===== config.mk =====
export PLATFORM = sky130hd
export DESIGN_NAME = debug_display_scanner
export DESIGN_NICKNAME = d
export VERILOG_FILES = /design/src/rtl/debug_display_scanner.sv
export SDC_FILE = /design/constraint.sdc
export NUM_CORES = 1
export LEC_CHECK = 0
export BUFFER_PORTS_ARGS = -buffer_cell sky130_fd_sc_hd__buf_2
export CORE_AREA = 3 3 211 213
export CTS_CLUSTER_SIZE = 14
export DETAILED_ROUTE_END_ITERATION = 7
export DIE_AREA = 0 0 214 216
export PLACE_DENSITY = 0.52
export SYNTH_ARGS = -nofsm -noshare
export SYNTH_HDL_FRONTEND = slang
export SYNTH_SLANG_ARGS = --single-unit

===== constraint.sdc =====
create_clock -name ssdclk -period 6 [get_ports ssdclk]
set_clock_uncertainty 0.05 [all_clocks]
set_input_delay 1.2 -clock ssdclk [delete_from_list [all_inputs] [get_ports ssdclk]]
set_output_delay 1.2 -clock ssdclk [all_outputs]
set_load 0.03 [all_outputs]

===== src/rtl/debug_display_scanner.sv =====
// Debug readout: selects a probe channel, converts it to hex or BCD and scans it onto a
// multiplexed active-low seven-segment display with freeze and leading-zero blanking.
module debug_display_scanner #(
  parameter int unsigned NUM_CH      = 16,
  parameter int unsigned CH_W        = 32,
  parameter int unsigned DIGITS      = 4,
  parameter int unsigned REFRESH_DIV = 50000,
  parameter bit          LZB         = 1'b1,
  localparam int unsigned SelW       = (NUM_CH > 1) ? $clog2(NUM_CH) : 1
) (
  input  logic                     ssdclk,
  input  logic                     rst,
  input  logic [NUM_CH*CH_W-1:0]   probe_bus,
  input  logic [SelW-1:0]          ch_sel,
  input  logic                     dec_mode,
  input  logic                     freeze,
  output logic [DIGITS-1:0]        AN,
  output logic [6:0]               segOut,
  output logic [15:0]              LED,
  output logic                     busy
);

  localparam int unsigned BcdW = 4 * DIGITS;
  localparam int unsigned DigW = $clog2(DIGITS);
  localparam int unsigned PreW = $clog2(REFRESH_DIV);
  localparam int unsigned CntW = $clog2(CH_W);
  localparam logic [DIGITS-1:0] OneHot0 = DIGITS'(1);

  typedef enum logic [1:0] {StIdle, StShift, StDone} state_e;

  state_e            state_q, state_d;
  logic [CH_W-1:0]   sample_q;
  logic              mode_q;
  logic [BcdW-1:0]   bcd_q, bcd_adj;
  logic              ovf_q;
  logic [CntW-1:0]   cnt_q;
  logic [BcdW-1:0]   disp_q;
  logic              disp_ovf_q;
  logic              disp_dec_q;
  logic [15:0]       led_q;
  logic [PreW-1:0]   presc_q, presc_d;
  logic [DigW-1:0]   dig_q, dig_d;
  logic [DIGITS-1:0] an_q;
  logic [CH_W-1:0]   sel_word;
  logic [DIGITS-1:0] lead;
  logic              seen;
  logic [3:0]        nibble;

  // FSM: state register
  always_ff @(posedge ssdclk or negedge rst) begin
    if (!rst) state_q <= StIdle;
    else      state_q <= state_d;
  end

  // FSM: next state
  always_comb begin
    state_d = state_q;
    case (state_q)
      StIdle:  if (!freeze) state_d = dec_mode ? StShift : StDone;
      StShift: if (cnt_q == CntW'(CH_W - 1)) state_d = StDone;
      StDone:  state_d = StIdle;
      default: state_d = StIdle;
    endcase
  end

  // FSM: outputs
  always_comb begin
    busy = (state_q == StShift) || (state_q == StDone);
  end

  // Unpopulated select codes read as zero
  always_comb begin
    sel_word = '0;
    for (int k = 0; k < NUM_CH; k++) begin
      if (ch_sel == SelW'(k)) sel_word = probe_bus[k*CH_W +: CH_W];
    end
  end

  always_comb begin
    bcd_adj = bcd_q;
    for (int i = 0; i < DIGITS; i++) begin
      if (bcd_q[4*i +: 4] >= 4'd5) bcd_adj[4*i +: 4] = bcd_q[4*i +: 4] + 4'd3;
    end
  end

  always_ff @(posedge ssdclk or negedge rst) begin
    if (!rst) begin
      sample_q   <= '0;
      mode_q     <= 1'b0;
      bcd_q      <= '0;
      ovf_q      <= 1'b0;
      cnt_q      <= '0;
      disp_q     <= '0;
      disp_ovf_q <= 1'b0;
      disp_dec_q <= 1'b0;
      led_q      <= '0;
    end else begin
      case (state_q)
        StIdle: begin
          if (!freeze) begin
            sample_q <= sel_word;
            mode_q   <= dec_mode;
            bcd_q    <= '0;
            ovf_q    <= 1'b0;
            cnt_q    <= '0;
            led_q    <= 16'(sel_word);
          end
        end
        StShift: begin
          bcd_q    <= {bcd_adj[BcdW-2:0], sample_q[CH_W-1]};
          sample_q <= {sample_q[CH_W-2:0], 1'b0};
          ovf_q    <= ovf_q | bcd_adj[BcdW-1];
          cnt_q    <= cnt_q + 1'b1;
        end
        StDone: begin
          // Display only ever changes here, so a half-converted value is never shown
          disp_q     <= mode_q ? bcd_q : BcdW'(sample_q);
          disp_ovf_q <= mode_q & ovf_q;
          disp_dec_q <= mode_q;
        end
        default: ;
      endcase
    end
  end

  always_comb begin
    presc_d = presc_q + 1'b1;
    dig_d   = dig_q;
    if (presc_q == PreW'(REFRESH_DIV - 1)) begin
      presc_d = '0;
      dig_d   = (dig_q == DigW'(DIGITS - 1)) ? '0 : dig_q + 1'b1;
    end
  end

  // AN decodes the next index so enable and segments switch on the same edge
  always_ff @(posedge ssdclk or negedge rst) begin
    if (!rst) begin
      presc_q <= '0;
      dig_q   <= '0;
      an_q    <= '1;
    end else begin
      presc_q <= presc_d;
      dig_q   <= dig_d;
      an_q    <= ~(OneHot0 << dig_d);
    end
  end

  always_comb begin
    seen = 1'b0;
    lead = '0;
    for (int i = DIGITS - 1; i >= 1; i--) begin
      seen    = seen | (disp_q[4*i +: 4] != 4'd0);
      lead[i] = ~seen;
    end
  end

  function automatic logic [6:0] glyph(input logic [3:0] d);
    case (d)
      4'h0: glyph = 7'b1000000;
      4'h1: glyph = 7'b1111001;
      4'h2: glyph = 7'b0100100;
      4'h3: glyph = 7'b0110000;
      4'h4: glyph = 7'b0011001;
      4'h5: glyph = 7'b0010010;
      4'h6: glyph = 7'b0000010;
      4'h7: glyph = 7'b1111000;
      4'h8: glyph = 7'b0000000;
      4'h9: glyph = 7'b0010000;
      4'hA: glyph = 7'b0001000;
      4'hB: glyph = 7'b0000011;
      4'hC: glyph = 7'b1000110;
      4'hD: glyph = 7'b0100001;
      4'hE: glyph = 7'b0000110;
      default: glyph = 7'b0001110;
    endcase
  endfunction

  always_comb begin
    nibble = disp_q[dig_q*4 +: 4];
    if (disp_ovf_q)                        segOut = 7'b0111111;
    else if (LZB && disp_dec_q && lead[dig_q]) segOut = 7'b1111111;
    else                                   segOut = glyph(nibble);
  end

  assign AN  = an_q;
  assign LED = led_q;

endmodule


; ---- Word level (Yosys, flattened, before mapping)
; Memory sizes are Yosys's and may differ from the RTL's.
; Index checks and enable logic that the tools add are counted.
[op_classes]
add_sub_neg = 7
n_lt_le_gt_ge = 5
n_eq_ne = 22
shifts = 2
muxes = 40
n_bitwise = 9
n_reduce_logical = 11
[op_table]
columns = cell, n
row1 = $mux 32, 17
row2 = $pmux 32 s2, 1
row3 = $mux 16, 3
row4 = $eq 4x4->1 const B, 8
row5 = $pmux 16 s2, 1
row6 = $add 16x1->16 const B, 1
row7 = $add 4x2->4 const B, 4
row8 = $eq 16x16->1 const B, 1
row9 = $eq 4x3->1 const B, 4
row10 = $ge 4x3->1 const B, 4
row11 = $mux 4, 4
row12 = $shiftx 16x5->4, 1
row13 = $mux 7, 2
row14 = $reduce_bool 4->1, 3
row15 = $mux 2, 5
row16 = $pmux 5 s2, 1
row17 = $eq 4x2->1 const B, 2
row18 = $reduce_and 2->1, 3
row19 = $add 5x1->5 const B, 1
row20 = $eq 5x5->1 const B, 1
row21 = $mux 5, 1
row22 = $eq 2x2->1 const B, 2
row23 = $eq 4x1->1 const B, 1
row24 = $logic_not 4->1, 1
row25 = 17 further kinds, 24
[totals]
regBits = 113
mem_bits_ro = 112
input_bits = 520
out_inout_bits = 28
elab_cells = 110
memories = 1
[memory_table]
columns = name, words, word_bits, read_ports, rd_ports_with_merged_regs, wr, line_no
row1 = (no name shown), 16, 7, 1, 0, 0, 158  ; case (d)

; ---- Logic depth before layout (Yosys ltp)
[logic_depth]
depth_word = 19
mapped_depth = 11
mapped_depth_nobuf = 8

; ---- Least setup slack after synthesis
; Ideal clock, no wire load.
[synth_path]
kind = reg2out
start = register dig_q[0]
end = output segOut[3]
arrival_ns = 2.230
t_required_ns = 4.750
path_slack_ns = 2.520
path_stages_with_launch = 8
n_path_buf = 1
cell_sequence = dfrtp_1 > buf_2 > mux4_2 > inv_1 > ha_1 > inv_1 > mux4_2 > nand2b_1
[synth_between]
elab_chain_cells = 5
elab_cells_between_ends = 7
classes_between = 1 x shift / 4 x mux / 1 x reduce/logical / 1 x memory
[synth_lines]
columns = element, line_no
row1 = from (decl), 42  ; logic [DigW-1:0] dig_q, dig_d;
row2 = from (signal assigned), 143  ; dig_q <= dig_d;
row3 = branches (longest 3 deep; another with $mem_v2 16x7), -
row4 = $mux 7 *, 181  ; else if (LZB && disp_dec_q && lead[dig_q]) segOut = 7'b1111111;
row5 = $mux 7 *, 180  ; if (disp_ovf_q) segOut = 7'b0111111;
row6 = to (decl), 18  ; output logic [6:0] segOut,
; Mark *: on every way between the ends. The select of a mux whose other input is x is not followed.

; ---- Worst setup path in the final report
; Same ends and word-level chain as after synthesis.

==> flow_metrics.env <==
export IMPL_status="finished, final reports clean"
export IMPL_slew_viol_final=0
export IMPL_start_kind="register"
export IMPL_die_area_sq_um=46220
export IMPL_drt_wl_total_microns=75270
export IMPL_tightest_slew_ns=1.328
export IMPL_clock_sinks=113
export IMPL_coreArea_sq_um=42890
export IMPL_critPathBufInv=3
export IMPL_numCtsBuffers=17
export IMPL_crit_arrival_ns=2.86
export IMPL_finalCriticalPeriod_ns=4.108
export IMPL_path_max_fanout=14
export IMPL_first_global_vias=13420
export IMPL_syn_nets=1833
export IMPL_hp_class="register to register"
export IMPL_synth_largest_area_cell="dfrtp_1"
export IMPL_rr_startpoint="state_q[0]"
export IMPL_path_cells="mux4_2, inv_1, ha_1, inv_1, mux4_2, nand2b_1, buf_2"
export IMPL_final_setup_tns_ns=0
export IMPL_synth_async_sr_flop_share_pct=100.0
export IMPL_layout_nets=2302
export IMPL_rsz0062_at_grt="no"
export IMPL_synth_commonest_cells="a21oi_1, nor2_1, dfrtp_1"
export IMPL_globalplace_congestion=0.9791
export IMPL_drc_errors=0
export IMPL_cts_tree="done"
export IMPL_ys_seq_area_share_pct=26.40
export IMPL_setup_viol=0
export IMPL_relSlewSlack_pct=11.44
export IMPL_fin_util_pct=33.62
export IMPL_critPathSlowestCell="dfrtp_1"
export IMPL_grt_max_degree=73
export IMPL_hpwlAfterDp_microns=61690
export IMPL_drt_iter0_drc=1549
export IMPL_grt_ovfl_total=0
export IMPL_cp_top_family="multiplexers"
export IMPL_placed_cells=2327
export IMPL_clockRootBuffer="clkbuf_16"
export IMPL_synth_main_ff_cell="dfrtp_1"
export IMPL_drt_pass1_iterations=6
export IMPL_routed_via_density=5.714
export IMPL_ant_nets=0
export IMPL_drive_above_1_share_pct=37.82
export IMPL_clk_pin_slew_ns=0.06
export IMPL_p_leak_nw=6.625
export IMPL_routed_via_count=13660
export IMPL_cts_setup_buffers=0
export IMPL_initial_core_util_pct=25.02
export IMPL_avgSynthCellArea_sq_um=8.304
export IMPL_synth_top_area_share_pct=25.42
export IMPL_cts_resized=0
export IMPL_post_drt_wl_per_cell_microns=31.49
export IMPL_yosysUniqueCellTypes=79
export IMPL_postCtsHoldBufs=0
export IMPL_htree_num_levels=4
export IMPL_synth_area_sq_um=10730
export IMPL_netlist_top_cells_area="dfrtp_1, mux2i_1, a21oi_1"
export IMPL_area_delta_synth_final_pct=34.38
export IMPL_cellPowerDensity_nw_per_um2=298.2
export IMPL_antenna_found_initial=55
export IMPL_die_h_microns=216
export IMPL_startpoint="dig_q[0]"
export IMPL_grt_pass1_wl_microns=102700
export IMPL_yosys_warnings=0
export IMPL_slowest_delay_ns=0.68
export IMPL_min_from="LED[12]"
export IMPL_place_ws_ns=1.773
export IMPL_synthCells=1292
export IMPL_max_freq_ghz=0.2434
export IMPL_path_class="register to output pin"
export IMPL_die_width_microns=214
export IMPL_placement_rows=76
export IMPL_boundaryPins=548
export IMPL_power_mw=4.300
export IMPL_critical_path_required_ns=4.75
export IMPL_portBuffers=547
export IMPL_finalHoldViolations=0
export IMPL_maxCapViolations=0
export IMPL_endpoint_kind="output pin"
export IMPL_final_setup_worst_slack_ns=1.892
export IMPL_finalNonFillerCells=2390
export IMPL_period_share_pct=68.47
export IMPL_peakVddDrop_v=0.0001857
export IMPL_synth_seq_cells=113
export IMPL_synth_enable_flop_cells=0
export IMPL_clk_insertion_delay_late_ns=0.43
export IMPL_grt_use_total_pct=31.27
export IMPL_clockBufferDepth=2
export IMPL_synth_most_common_cell="a21oi_1"
[kinds of logic after synthesis]
group | share of synthesized area, %
muxes | 16.31
adders and majority gates | 2.449
buffers and inverters | 7.265
DFF | 26.40
AOI/OAI and AO/OA | 30.19
xor gates and xnor gates | 1.796
and+or+nand+nor | 15.58
[cell usage in the layout, fill, tap and decap left out, types with 20 or more instances in the layout]
cell type / netlist / layout
a21oi_1: 135 / 134
a22oi_1: 31 / 31
buf_2: 44 / 543
buf_4: 17 / 25
dfrtp_1: 109 / 109
diode_2: 0 / 31
ha_1: 21 / 21
inv_1: 25 / 25
mux2_2: 23 / 23
mux2i_1: 95 / 95
mux4_2: 24 / 24
nand2_1: 97 / 97
nand2b_1: 27 / 26
nand3_1: 25 / 25
nor2_1: 116 / 116
nor2b_1: 22 / 20
o21ai_0: 106 / 106
o221ai_1: 21 / 21
o22ai_1: 39 / 39
[worst min-delay path, stage by stage, from the launching register on]
cell,delay (ns)
dfrtp_1,0.34
nand2_1,0.05
o21ai_0,0.06
[where the power goes]
part | total [mW] | switching [mW] | internal, mW
sequential | 1.22 | 0.239 | 0.983
clock | 1.09 | 0.369 | 0.723
combinational | 1.99 | 1.27 | 0.711
[registers in the layout (all words and copies together) (netlist names), 4 cells and up]
signal	flops
presc_q	16
cnt_q	5
LED	16
bcd_q	16
disp_q	16
sample_q	32
AN	4
[per-layer routing]
| metal | GRT usage (%) | vias up | share of wire, % |
|---|---|---|---|
| met4 | 14.18 | 26 | 4.2 |
| met1 | 39.24 | 6722 | 40 |
| met2 | 48.02 | 861 | 45 |
| met3 | 11.08 | 153 | 11 |
| li1 | - | 5894 | - |
| met5 | 2.396 | - | 0.21 |
[stage by stage]
step,instance area [sq um],hold WS [ns]
floorplan,10730,0.4007
global placement,13710,0.4101
detailed placement,13710,0.4195
CTS,14340,0.4324
global route,14390,0.4508
finish,14420,0.4263
[cell type report]
| cell class | instances | area [sq um] |
|---|---|---|
| multi-input cells | 1035 | 7132 |
| flip-flops and latches | 113 | 2833 |
| repair buffers | 569 | 2920 |
| fillers | 4719 | 28470 |
| clock inverters | 11 | 158.9 |
| inverters | 25 | 93.84 |
| clock buffers | 21 | 470.5 |
| well taps | 585 | 732.0 |
| diodes | 31 | 77.57 |
[final timing paths]
kind                       depth (start not counted)      endpoint  slack, ns
max                                                7     segOut[3]       1.89
min                                                2       LED[12]       0.43
max reg2reg                                        9  sample_q[19]       2.74
max in group asynchronous                          2    presc_q[7]       3.70
min reg2reg                                        2       LED[12]       0.43
min in group asynchronous                          1        LED[2]       0.75
(Power assumes the default switching activity.)
